File: config.mk
export PLATFORM = sky130hd
export DESIGN_NAME = acc_dec
export DESIGN_NICKNAME = d
export VERILOG_FILES = /design/src/rtl/acc_dec.sv
export SDC_FILE = /design/constraint.sdc
export NUM_CORES = 1
export LEC_CHECK = 0
export CAP_MARGIN = 25
export CORE_ASPECT_RATIO = 0.8
export CORE_MARGIN = 4
export CORE_UTILIZATION = 37
export CTS_CLUSTER_SIZE = 25
export DETAILED_ROUTE_END_ITERATION = 6
export PLACE_DENSITY = 0.58
export SYNTH_ARGS = -nofsm -noshare
export SYNTH_HDL_FRONTEND = slang
export SYNTH_SLANG_ARGS = --single-unit
export TNS_END_PERCENT = 30
File: constraint.sdc
create_clock -name clk -period 5.3 [get_ports clk]
set_input_delay 1.06 -clock clk [delete_from_list [all_inputs] [get_ports clk]]
set_output_delay 1.06 -clock clk [all_outputs]
set_load 0.01 [all_outputs]
File: src/rtl/acc_dec.sv
// acc_dec: decodes a stream of W-bit accumulator samples back into the
// per-cycle step magnitude (b_out) and direction (sel_out, 1 = subtract).
// Each sample is differenced modulo 2^W against the previous one. A
// difference that no single step of at most 2^BW-1 can explain latches
// a sticky fault until resync or reset.
// Optional build macro: ACC_DEC_ERRCNT_EN. When it is defined, err_cnt
// counts entries into FAULT and saturates at 255. Without it, err_cnt
// reads 0 and no counter register exists.
module acc_dec #(
   parameter int W  = 8,
   parameter int BW = 3
) (
   input  logic          clk,
   input  logic          r,
   input  logic [W-1:0]  y_in,
   input  logic          y_valid,
   input  logic          resync,
   output logic [BW-1:0] b_out,
   output logic          sel_out,
   output logic          out_valid,
   output logic          err,
   output logic [7:0]    err_cnt
);

   typedef enum logic [1:0] {
      EMPTY = 2'd0,
      TRACK = 2'd1,
      FAULT = 2'd2
   } state_t;

   // Largest legal step magnitude, widened to the sample width for compares.
   localparam logic [W-1:0] MAX_STEP = W'((2 ** BW) - 1);

   state_t        state_q, state_d;
   logic [W-1:0]  prev_q, prev_d;
   logic [BW-1:0] b_q, b_d;
   logic          sel_q, sel_d;
   logic          ov_q, ov_d;
   logic          err_q, err_d;

   logic [W-1:0]  diff;
   logic [W-1:0]  neg_diff;

   // Forward and backward modular distance from the reference sample.
   // The borrow out of the subtraction is intentionally discarded.
   always_comb begin
      diff     = y_in - prev_q;
      neg_diff = '0 - diff;
   end

   // Next-state, reference and decoded-output computation.
   always_comb begin
      state_d = state_q;
      prev_d  = prev_q;
      b_d     = b_q;
      sel_d   = sel_q;
      ov_d    = 1'b0;
      err_d   = err_q;
      if (resync) begin
         // A sample that arrives with resync is dropped with the reference.
         state_d = EMPTY;
         err_d   = 1'b0;
      end else if (y_valid) begin
         unique case (state_q)
            EMPTY: begin
               prev_d  = y_in;
               state_d = TRACK;
            end
            TRACK: begin
               prev_d = y_in;
               if (diff <= MAX_STEP) begin
                  // Zero difference also lands here and decodes as add-zero.
                  b_d   = diff[BW-1:0];
                  sel_d = 1'b0;
                  ov_d  = 1'b1;
               end else if (neg_diff <= MAX_STEP) begin
                  b_d   = neg_diff[BW-1:0];
                  sel_d = 1'b1;
                  ov_d  = 1'b1;
               end else begin
                  err_d   = 1'b1;
                  state_d = FAULT;
               end
            end
            FAULT: begin
               // Stalled: samples are ignored and the reference stays frozen.
            end
            default: begin
               state_d = EMPTY;
            end
         endcase
      end
   end

   // Register all state and outputs; reset dominates everything.
   always_ff @(posedge clk) begin
      if (r) begin
         state_q <= EMPTY;
         prev_q  <= '0;
         b_q     <= '0;
         sel_q   <= 1'b0;
         ov_q    <= 1'b0;
         err_q   <= 1'b0;
      end else begin
         state_q <= state_d;
         prev_q  <= prev_d;
         b_q     <= b_d;
         sel_q   <= sel_d;
         ov_q    <= ov_d;
         err_q   <= err_d;
      end
   end

`ifdef ACC_DEC_ERRCNT_EN
   logic [7:0] err_cnt_q, err_cnt_d;
   logic       to_fault;

   // Count TRACK->FAULT entries, saturating; resync does not clear it.
   always_comb begin
      to_fault  = (state_q == TRACK) && (state_d == FAULT);
      err_cnt_d = err_cnt_q;
      if (to_fault && (err_cnt_q != 8'hFF)) begin
         err_cnt_d = err_cnt_q + 8'd1;
      end
   end

   // Fault counter register, cleared only by reset.
   always_ff @(posedge clk) begin
      if (r) begin
         err_cnt_q <= 8'd0;
      end else begin
         err_cnt_q <= err_cnt_d;
      end
   end

   assign err_cnt = err_cnt_q;
`else
   assign err_cnt = 8'd0;
`endif

   assign b_out     = b_q;
   assign sel_out   = sel_q;
   assign out_valid = ov_q;
   assign err       = err_q;

endmodule

# After elaboration in Yosys (flattened, before gate mapping)
# Cells that the tools add are included.
dict set report totals {
  word_cells 38
  regBits 16
  input_bits 12
}
dict set report op_classes {
  mux 9
  order_cmp 2
  bitwise_logic 6
  n_reduce_logical 9
  n_eq_ne 4
  add_sub_neg 2
}
# op n
set ops {}
lappend ops {{$le A8 B3 Y1 const B} 2}
lappend ops {{$reduce_and A4 Y1} 3}
lappend ops {{$sub A1 B8 Y8 const A} 1}
lappend ops {{$sub A8 B8 Y8} 1}
lappend ops {{$mux W3} 2}
lappend ops {{$not A1 Y1} 6}
lappend ops {{$pmux W2 S3} 1}
lappend ops {{$mux W1} 4}
lappend ops {{$mux W2} 2}
lappend ops {{$ne A2 B2 Y1 const B} 2}
lappend ops {{$reduce_or A2 Y1} 2}
lappend ops {{$reduce_or A4 Y1} 1}
lappend ops {{$reduce_and A3 Y1} 1}
lappend ops {{$eq A2 B1 Y1 const B} 1}
lappend ops {{$eq A2 B2 Y1 const B} 1}
lappend ops {{$logic_not A2 Y1} 1}
lappend ops {{$reduce_bool A2 Y1} 1}

# Longest topological paths before layout
# Gate-level depths: netlist (run 1).
dict set report logic_depth {
  word_depth 6
  mapped_depth 11
  depth_no_buf 11
}

# Worst setup path before layout (run 1)
# Ideal clock, no wire load.
dict set report synth_path {
  path_type {input-to-reg}
  startpoint {input y_in[0]}
  endpoint {register b_q[0], in the netlist b_out[0]}
  t_arrival_ns 3.534
  slack_ns 1.675
  stages 11
  path_buffers 0
  setup_time_ns 0.091
  path_cell_list {inv_1 > ha_1 > fa_1 > and2b_1 > o22ai_2 > xnor2_1 > or4b_1 > a31o_1 > o31ai_4 > a21oi_1 > a311oi_1}
}
dict set report synth_between {
  elab_chain_len 5
  word_cells_on_any_way 8
  cone_classes {add/sub: 2; order compare: 2; mux: 2; reduce/logical: 2}
}
# element line
set synth_rtl {}
lappend synth_rtl {{start, declared} 15} ;# input logic [W-1:0] y_in,
lappend synth_rtl {{$sub A8 B8 Y8 *} 47} ;# diff = y_in - prev_q;
lappend synth_rtl {{$sub A1 B8 Y8} 48} ;# neg_diff = '0 - diff;
lappend synth_rtl {{$le A8 B3 Y1} 76} ;# end else if (neg_diff <= MAX_STEP) begin
lappend synth_rtl {{$reduce_bool A2 Y1 (no source line)} --}
lappend synth_rtl {{$reduce_and A4 Y1 (no source line)} --}
lappend synth_rtl {{end signal, assigned} 100} ;# b_q <= '0;
lappend synth_rtl {{end signal, assigned} 107} ;# b_q <= b_d;
lappend synth_rtl {{end, declared} 36} ;# logic [BW-1:0] b_q, b_d;
# Mark *: on every way between the ends. The rest lies on a longest branch, timed or not. The select of a mux whose other input is x is not followed.
# A chain may end at the register's enable or synchronous reset.

# Worst setup path in the final report (run 1)
dict set report layout_path {
  startpoint {input y_in[0]}
  endpoint {register b_q[1], in the netlist b_out[1]}
}
# The elaborated chain is that of the path after synthesis.

==> results of run 1 <==
[cell families after synthesis]
family          after synthesis  synth area share, %
flops                        16                26.26
mux                           4                3.282
buf+inv                      26                10.77
other cells                   1               0.3074
simple gates                 48                20.21
compound gates               39                24.72
xor+xnor                      5                3.590
fa+ha+maj                    10                10.87
[per-layer routing]
| layer | wire length (um) | vias up | global-route usage [%] |
|---|---|---|---|
| met2 | 1093 | 29 | 20.49 |
| met4 | 13 | 0 | 2.413 |
| met5 | 0 | - | 0 |
| met1 | 1175 | 476 | 15.91 |
| met3 | 133 | 2 | 3.559 |
| li1 | - | 548 | - |
[report_power, final]
group          internal, mW  total (mW)  switching (mW)  leakage, nW
registers             0.124       0.126         0.00169        0.130
logic                0.0431       0.101          0.0579        0.421
clock network        0.0659       0.109          0.0430       0.0288
[placed cells by master, fill, tap and decap left out, types with 2 or more instances in the layout]
master / instances
sky130_fd_sc_hd__a211oi_1: 2
sky130_fd_sc_hd__a21oi_1: 13
sky130_fd_sc_hd__a22oi_1: 2
sky130_fd_sc_hd__a311oi_1: 3
sky130_fd_sc_hd__and2_2: 2
sky130_fd_sc_hd__clkbuf_8: 4
sky130_fd_sc_hd__clkdlybuf4s50_1: 17
sky130_fd_sc_hd__conb_1: 8
sky130_fd_sc_hd__dfxtp_1: 16
sky130_fd_sc_hd__ha_1: 9
sky130_fd_sc_hd__inv_1: 14
sky130_fd_sc_hd__mux2i_1: 4
sky130_fd_sc_hd__nand2_1: 3
sky130_fd_sc_hd__nand2b_1: 2
sky130_fd_sc_hd__nand3_1: 3
sky130_fd_sc_hd__nor2_1: 21
sky130_fd_sc_hd__nor2b_1: 3
sky130_fd_sc_hd__nor3_1: 6
sky130_fd_sc_hd__o21a_1: 2
sky130_fd_sc_hd__o311a_2: 3
sky130_fd_sc_hd__or4b_1: 3
sky130_fd_sc_hd__xnor2_1: 2
sky130_fd_sc_hd__xor2_1: 3
[path summary, 6_finish.rpt]
path,startpoint,endpoint,slack [ns]
max reg2reg,prev_q[0]$_SDFFE_PP0P_,b_out[1]$_SDFFE_PP0P_,2.23
max,y_in[0],b_out[1]$_SDFFE_PP0P_,1.19
min,err$_SDFFE_PP0P_,err$_SDFFE_PP0P_,0.49
min reg2reg,err$_SDFFE_PP0P_,err$_SDFFE_PP0P_,0.49
[registers in the layout, summed over array words and instances, names as in the netlist]
signal and flops:
err 1, sel_out 1, state_q 2, out_valid 1
b_out 3, prev_q 8
[area by class of cell]
cell class | instances | area share [%]
Tap cell | 40 | 3.469
Inverter | 14 | 3.643
Clock buffer | 4 | 3.816
Multi-Input combinational cell | 114 | 55.07
Timing Repair Buffer | 17 | 11.80
Sequential cell | 16 | 22.20
[stage by stage]
step	util (%)	instance area, um2	power (mW)	hold WS (ns)
global placement	44.32	1388	0.2267	0.4758
floorplan	-	1246	0.2083	0.4646
finish	46.08	1443	0.3356	0.4880
CTS	46.08	1443	0.3420	0.4985
global route	46.08	1443	0.3604	0.5304
detailed placement	44.32	1388	0.2284	0.4694
==> impl_metrics.py, run 1 <==
metrics = {
    "status": {
        "run_status": "completed",
    },
    "route": {
        "routedWlPerCell_um": 11.79,
        "detail_route.first_pass.iterations": 4,
        "route.vias.total": 1055,
        "drt_first_iter_violations": 19,
        "route.antenna.remaining_nets": 0,
        "route.detailed.drc": 0,
        "drt-vias-per-instance": 5.146,
        "detail_route.wirelength_mm": 2.416,
    },
    "synthesis": {
        "synth_cells": 149,
        "synthMostInstantiatedCell": "sky130_fd_sc_hd__nor2_1",
        "mappedNetlistArea_um2": 1220,
        "postSynth.asyncResetShare_pct": 0,
        "synth.cells.most_frequent": "sky130_fd_sc_hd__nor2_1, sky130_fd_sc_hd__dfxtp_1, sky130_fd_sc_hd__inv_1",
        "synth.avg_cell_area_um2": 8.187,
        "synth_top_cells_by_area": "sky130_fd_sc_hd__dfxtp_1, sky130_fd_sc_hd__ha_1, sky130_fd_sc_hd__nor2_1",
        "synth-edff-count": 0,
        "synth_top_area_share_pct": 26.26,
        "yosys.cell_types.count": 43,
        "synthesis.yosys.warnings": 0,
        "netlist.top_cell.by_area": "sky130_fd_sc_hd__dfxtp_1",
        "ys_ff_latch": 16,
        "synth-main-ff-cell": "sky130_fd_sc_hd__dfxtp_1",
        "synth_sequential_area_ratio_pct": 26.26,
    },
    "final_layout": {
        "fin_nets": 188,
        "finalNonFillerCells": 205,
        "area_delta_synth_final_pct": 18.26,
        "filler_cell_count": 326,
        "post_route_cells_drive_above_1_share_pct": 6.667,
        "insertedDiodeCount": 0,
        "multiInputGateArea_um2": 794.5,
        "area.sequential_um2": 320.3,
    },
    "clock_network": {
        "post_cts_hold_buffer_count": 0,
        "cts_setup_buffers": 0,
        "path_clk_slew_ns": 0.06,
        "clock_tree.root_cell": "sky130_fd_sc_hd__clkbuf_8",
        "cts-root-to-sink-buffers": 2,
        "cts.htree.levels": 1,
        "number_of_instances_resized_during_post_cts_repair": 0,
        "numClockSinks": 16,
        "numCtsBuffers": 3,
        "cts_tree": "built",
        "insertion_delay_ns": 0.25,
    },
    "run": {
        "maxCapViolations": 0,
    },
    "setup_path": {
        "r2r.worst_path.cells": 10,
        "critical_path.slowest_cell": "sky130_fd_sc_hd__clkdlybuf4s50_1",
        "path_delay_family": "compound AO/OA/AOI/OAI gates",
        "setup.worst_path.class": "in2reg",
        "slowest_delay_ns": 0.48,
        "worst-endpoint-arrival_ns": 4.26,
        "timing.critical_path.required_ns": 5.45,
        "start_kind": "input pin",
        "cp_num_buf_inv": 2,
        "worst_setup_path_end_kind": "flip-flop",
        "path_depth": 12,
        "cp_max_fo": 9,
        "crit_path_cell_trace": "clkdlybuf4s50_1, inv_1, ha_1, fa_1, and2b_1, o22ai_2, xnor2_1, or4b_1, a31o_1, o31ai_4, a21oi_1, a311oi_1",
    },
    "timing": {
        "fin_tns_setup_ns": 0,
        "timing.final.hold_violations": 0,
        "worst_slew_pin_slew_ns": 1.002,
        "drv_slew": 0,
        "slew_headroom_pct": 33.06,
        "timing.fmax_mhz": 243.4,
        "fin_worst_skew_ns": 0.002569,
        "period_needed_ns": 4.109,
        "rsz0062_at_grt": "false",
        "finalWorstSetupSlack_ns": 1.191,
        "timing.final.crit_share_pct": 77.53,
        "final-setup-viol-count": 0,
    },
    "placed_design": {
        "dp_hpwl_mm": 1.950,
        "place.port_buffers": 17,
        "dpl.cell_count": 201,
        "finalWeightedCongestion": 0.8464,
        "placement.setup.worst_slack_ns": 0.9510,
    },
    "grt": {
        "initial_antenna_violation_count": 0,
        "vias_in_the_first_global_route": 992,
        "global_route_congestion_overflow_total": 0,
        "grt_pass1_wl_mm": 4.195,
        "grt.total_usage_pct": 12.30,
        "grt_max_degree": 16,
    },
    "die": {
        "core-area_um2": 3131,
        "die_width_um": 72.20,
        "die_area_um2": 4286,
        "start_util_pct": 38.97,
        "die_y_um": 59.36,
        "rows": 18,
        "ios": 26,
    },
    "power": {
        "max-vdd-ir-drop_v": 0.0001113,
        "leakagePower_nw": 0.5794,
        "power.density_cell_area_nw_per_um2": 232.6,
    },
    "worst_hold_path": {
        "hold_depth": 1,
        "hp-class": "reg2reg",
    },
}
No activity file was read; power rests on OpenSTA's default activity.
==> run 2: changes to the inputs <==
--- a/config.mk
+++ b/config.mk
@@ -11,7 +11,7 @@
 export CORE_UTILIZATION = 37
 export CTS_CLUSTER_SIZE = 25
 export DETAILED_ROUTE_END_ITERATION = 6
-export PLACE_DENSITY = 0.58
+export PLACE_DENSITY = 0.61
 export SYNTH_ARGS = -nofsm -noshare
 export SYNTH_HDL_FRONTEND = slang
 export SYNTH_SLANG_ARGS = --single-unit
==> constraint.sdc (replaced) <==
create_clock -name clk -period 3.4 [get_ports clk]
set_input_delay 0.68 -clock clk [delete_from_list [all_inputs] [get_ports clk]]
set_output_delay 0.68 -clock clk [all_outputs]
set_load 0.01 [all_outputs]
==> impl_metrics.py, run 2 (synthesized netlist as in run 1, its figures left out) <==
metrics = {
    "route": {
        "drt-vias-per-instance": 4.943,
        "route.antenna.remaining_nets": 0,
        "routedWlPerCell_um": 11.63,
        "route.detailed.drc": 0,
        "detail_route.first_pass.iterations": 4,
        "drt_first_iter_violations": 20,
        "detail_route.wirelength_mm": 2.663,
        "route.vias.total": 1132,
    },
    "timing": {
        "finalWorstSetupSlack_ns": 0.07983,
        "timing.fmax_mhz": 301.2,
        "worst_slew_pin_slew_ns": 0.5905,
        "timing.final.hold_violations": 0,
        "final-setup-viol-count": 0,
        "period_needed_ns": 3.320,
        "drv_slew": 0,
        "timing.hold.ws_ns": 0.4780,
        "timing.final.crit_share_pct": 97.65,
        "slew_headroom_pct": 60.51,
        "fin_worst_skew_ns": 0.001080,
        "rsz0062_at_grt": "false",
    },
    "setup_path": {
        "timing.critical_path.required_ns": 3.55,
        "r2r.worst_path.cells": 11,
        "worst-r2r-setup-slack_ns": 0.50,
        "timing.rr.end": "state_q[1]$_SDFFE_PP0P_",
        "worst_setup_path_end_kind": "flip-flop",
        "setup.worst_path.class": "in2reg",
        "start_kind": "input pin",
        "worst-endpoint-arrival_ns": 3.47,
        "critical_path.reg2reg.startpoint": "prev_q[0]$_SDFFE_PP0P_",
        "cp_max_fo": 5,
    },
    "clock_network": {
        "post_cts_hold_buffer_count": 0,
        "clock_tree.root_cell": "sky130_fd_sc_hd__clkbuf_8",
        "cts.htree.levels": 1,
        "insertion_delay_ns": 0.25,
        "cts-root-to-sink-buffers": 2,
        "cts_tree": "built",
        "numCtsBuffers": 3,
        "path_clk_slew_ns": 0.06,
        "numClockSinks": 16,
    },
    "final_layout": {
        "layout.cells.most_common_list": "sky130_fd_sc_hd__buf_4, sky130_fd_sc_hd__nor2_1, sky130_fd_sc_hd__dfxtp_1",
        "insertedDiodeCount": 0,
        "layout.cells.most_common": "sky130_fd_sc_hd__buf_4",
        "postLayoutCellArea_um2": 1647,
        "fin_nets": 212,
        "largest-register": "prev_q",
        "area_delta_synth_final_pct": 34.97,
        "largest_register_ff_count": 8,
        "post_route_cells_drive_above_1_share_pct": 21.16,
    },
    "worst_hold_path": {
        "hold_path_end": "err$_SDFFE_PP0P_",
        "hold_depth": 1,
        "hold_path_startpoint": "err$_SDFFE_PP0P_",
        "hp-class": "reg2reg",
    },
    "die": {
        "ios": 26,
        "rows": 18,
        "start_util_pct": 38.97,
        "die_area_um2": 4286,
        "core-area_um2": 3131,
        "die_width_um": 72.20,
        "die_y_um": 59.36,
    },
    "placed_design": {
        "finalWeightedCongestion": 0.8474,
        "place.port_buffers": 17,
        "dp_hpwl_mm": 2.078,
        "placed_cell_area_um2": 1545,
        "placement.setup.worst_slack_ns": -0.6208,
    },
    "status": {
        "run_status": "completed",
    },
    "grt": {
        "grt_max_degree": 16,
        "grt.total_usage_pct": 13.10,
        "vias_in_the_first_global_route": 1002,
        "grt_pass1_wl_mm": 4.374,
        "initial_antenna_violation_count": 0,
        "global_route_congestion_overflow_total": 0,
    },
    "run": {
        "maxCapViolations": 0,
    },
    "power": {
        "power.density_cell_area_nw_per_um2": 351.1,
        "max-vdd-ir-drop_v": 0.0002146,
        "leakagePower_nw": 0.7138,
        "totalPowerFinal_mw": 0.5781,
    },
}
run 2: per-stage QoR:
stage	TNS [ns]	instances	util, %
after CTS	0	229	52.32
final	0	229	52.60
after global placement	-3.401	222	49.36
after detailed placement	-3.990	222	49.36
after floorplan	0	156	-
after global routing	0	229	52.60
run 2: worst max-delay path: stages:
cell                              delay, ns
sky130_fd_sc_hd__clkdlybuf4s50_1       0.43
sky130_fd_sc_hd__ha_1                  0.34
sky130_fd_sc_hd__and2b_1               0.19
sky130_fd_sc_hd__o221a_1               0.27
sky130_fd_sc_hd__or4b_1                0.48
sky130_fd_sc_hd__o311a_2               0.17
sky130_fd_sc_hd__a31o_1                0.23
sky130_fd_sc_hd__o31ai_4               0.28
sky130_fd_sc_hd__buf_6                 0.16
sky130_fd_sc_hd__nor3_2                0.05
sky130_fd_sc_hd__o21a_1                0.17
run 2: area by class of cell:
| type | instances | area, um2 |
|---|---|---|
| inverter | 14 | 52.55 |
| timing repair buffer | 41 | 355.3 |
| clock buffer | 4 | 55.05 |
| multi-input combinational | 114 | 813.3 |
| fill | 306 | 1484 |
| sequential | 16 | 320.3 |
| tap | 40 | 50.05 |
run 2: how the worst max path moves through the flow:
stage	slack (ns)	from	end
finish	0.08	y_in[2]	state_q[1]$_SDFFE_PP0P_
global placement	-0.50	y_in[0]	b_out[1]$_SDFFE_PP0P_
floorplan	0.15	y_in[0]	b_out[0]$_SDFFE_PP0P_
detailed placement	-0.62	y_in[0]	b_out[0]$_SDFFE_PP0P_
global route	0.002	y_in[2]	err$_SDFFE_PP0P_
CTS	0.03	y_in[1]	state_q[1]$_SDFFE_PP0P_
run 2: routing by layer:
metal	GRT usage, %	up-vias	part of all wire (%)
met4	3.217	0	0.94
met1	17.20	517	47
met5	0	-	0
met3	3.898	5	4.8
li1	-	592	-
met2	21.14	18	47
run 2: what timing repair did:
| item | CTS | global route |
|---|---|---|
| pin swaps | 6 | 5 |
| endpoints found under the setup margin | 8 | 6 |
| resized for setup | 5 | 5 |
| cloned | 0 | 0 |
| setup buffers | 3 | 0 |
run 2: where the power goes:
| group | leakage (nW) | switching, mW | internal, mW |
|---|---|---|---|
| Clock | 0.0288 | 0.0680 | 0.103 |
| Sequential | 0.130 | 0.00274 | 0.193 |
| Combinational | 0.555 | 0.102 | 0.109 |
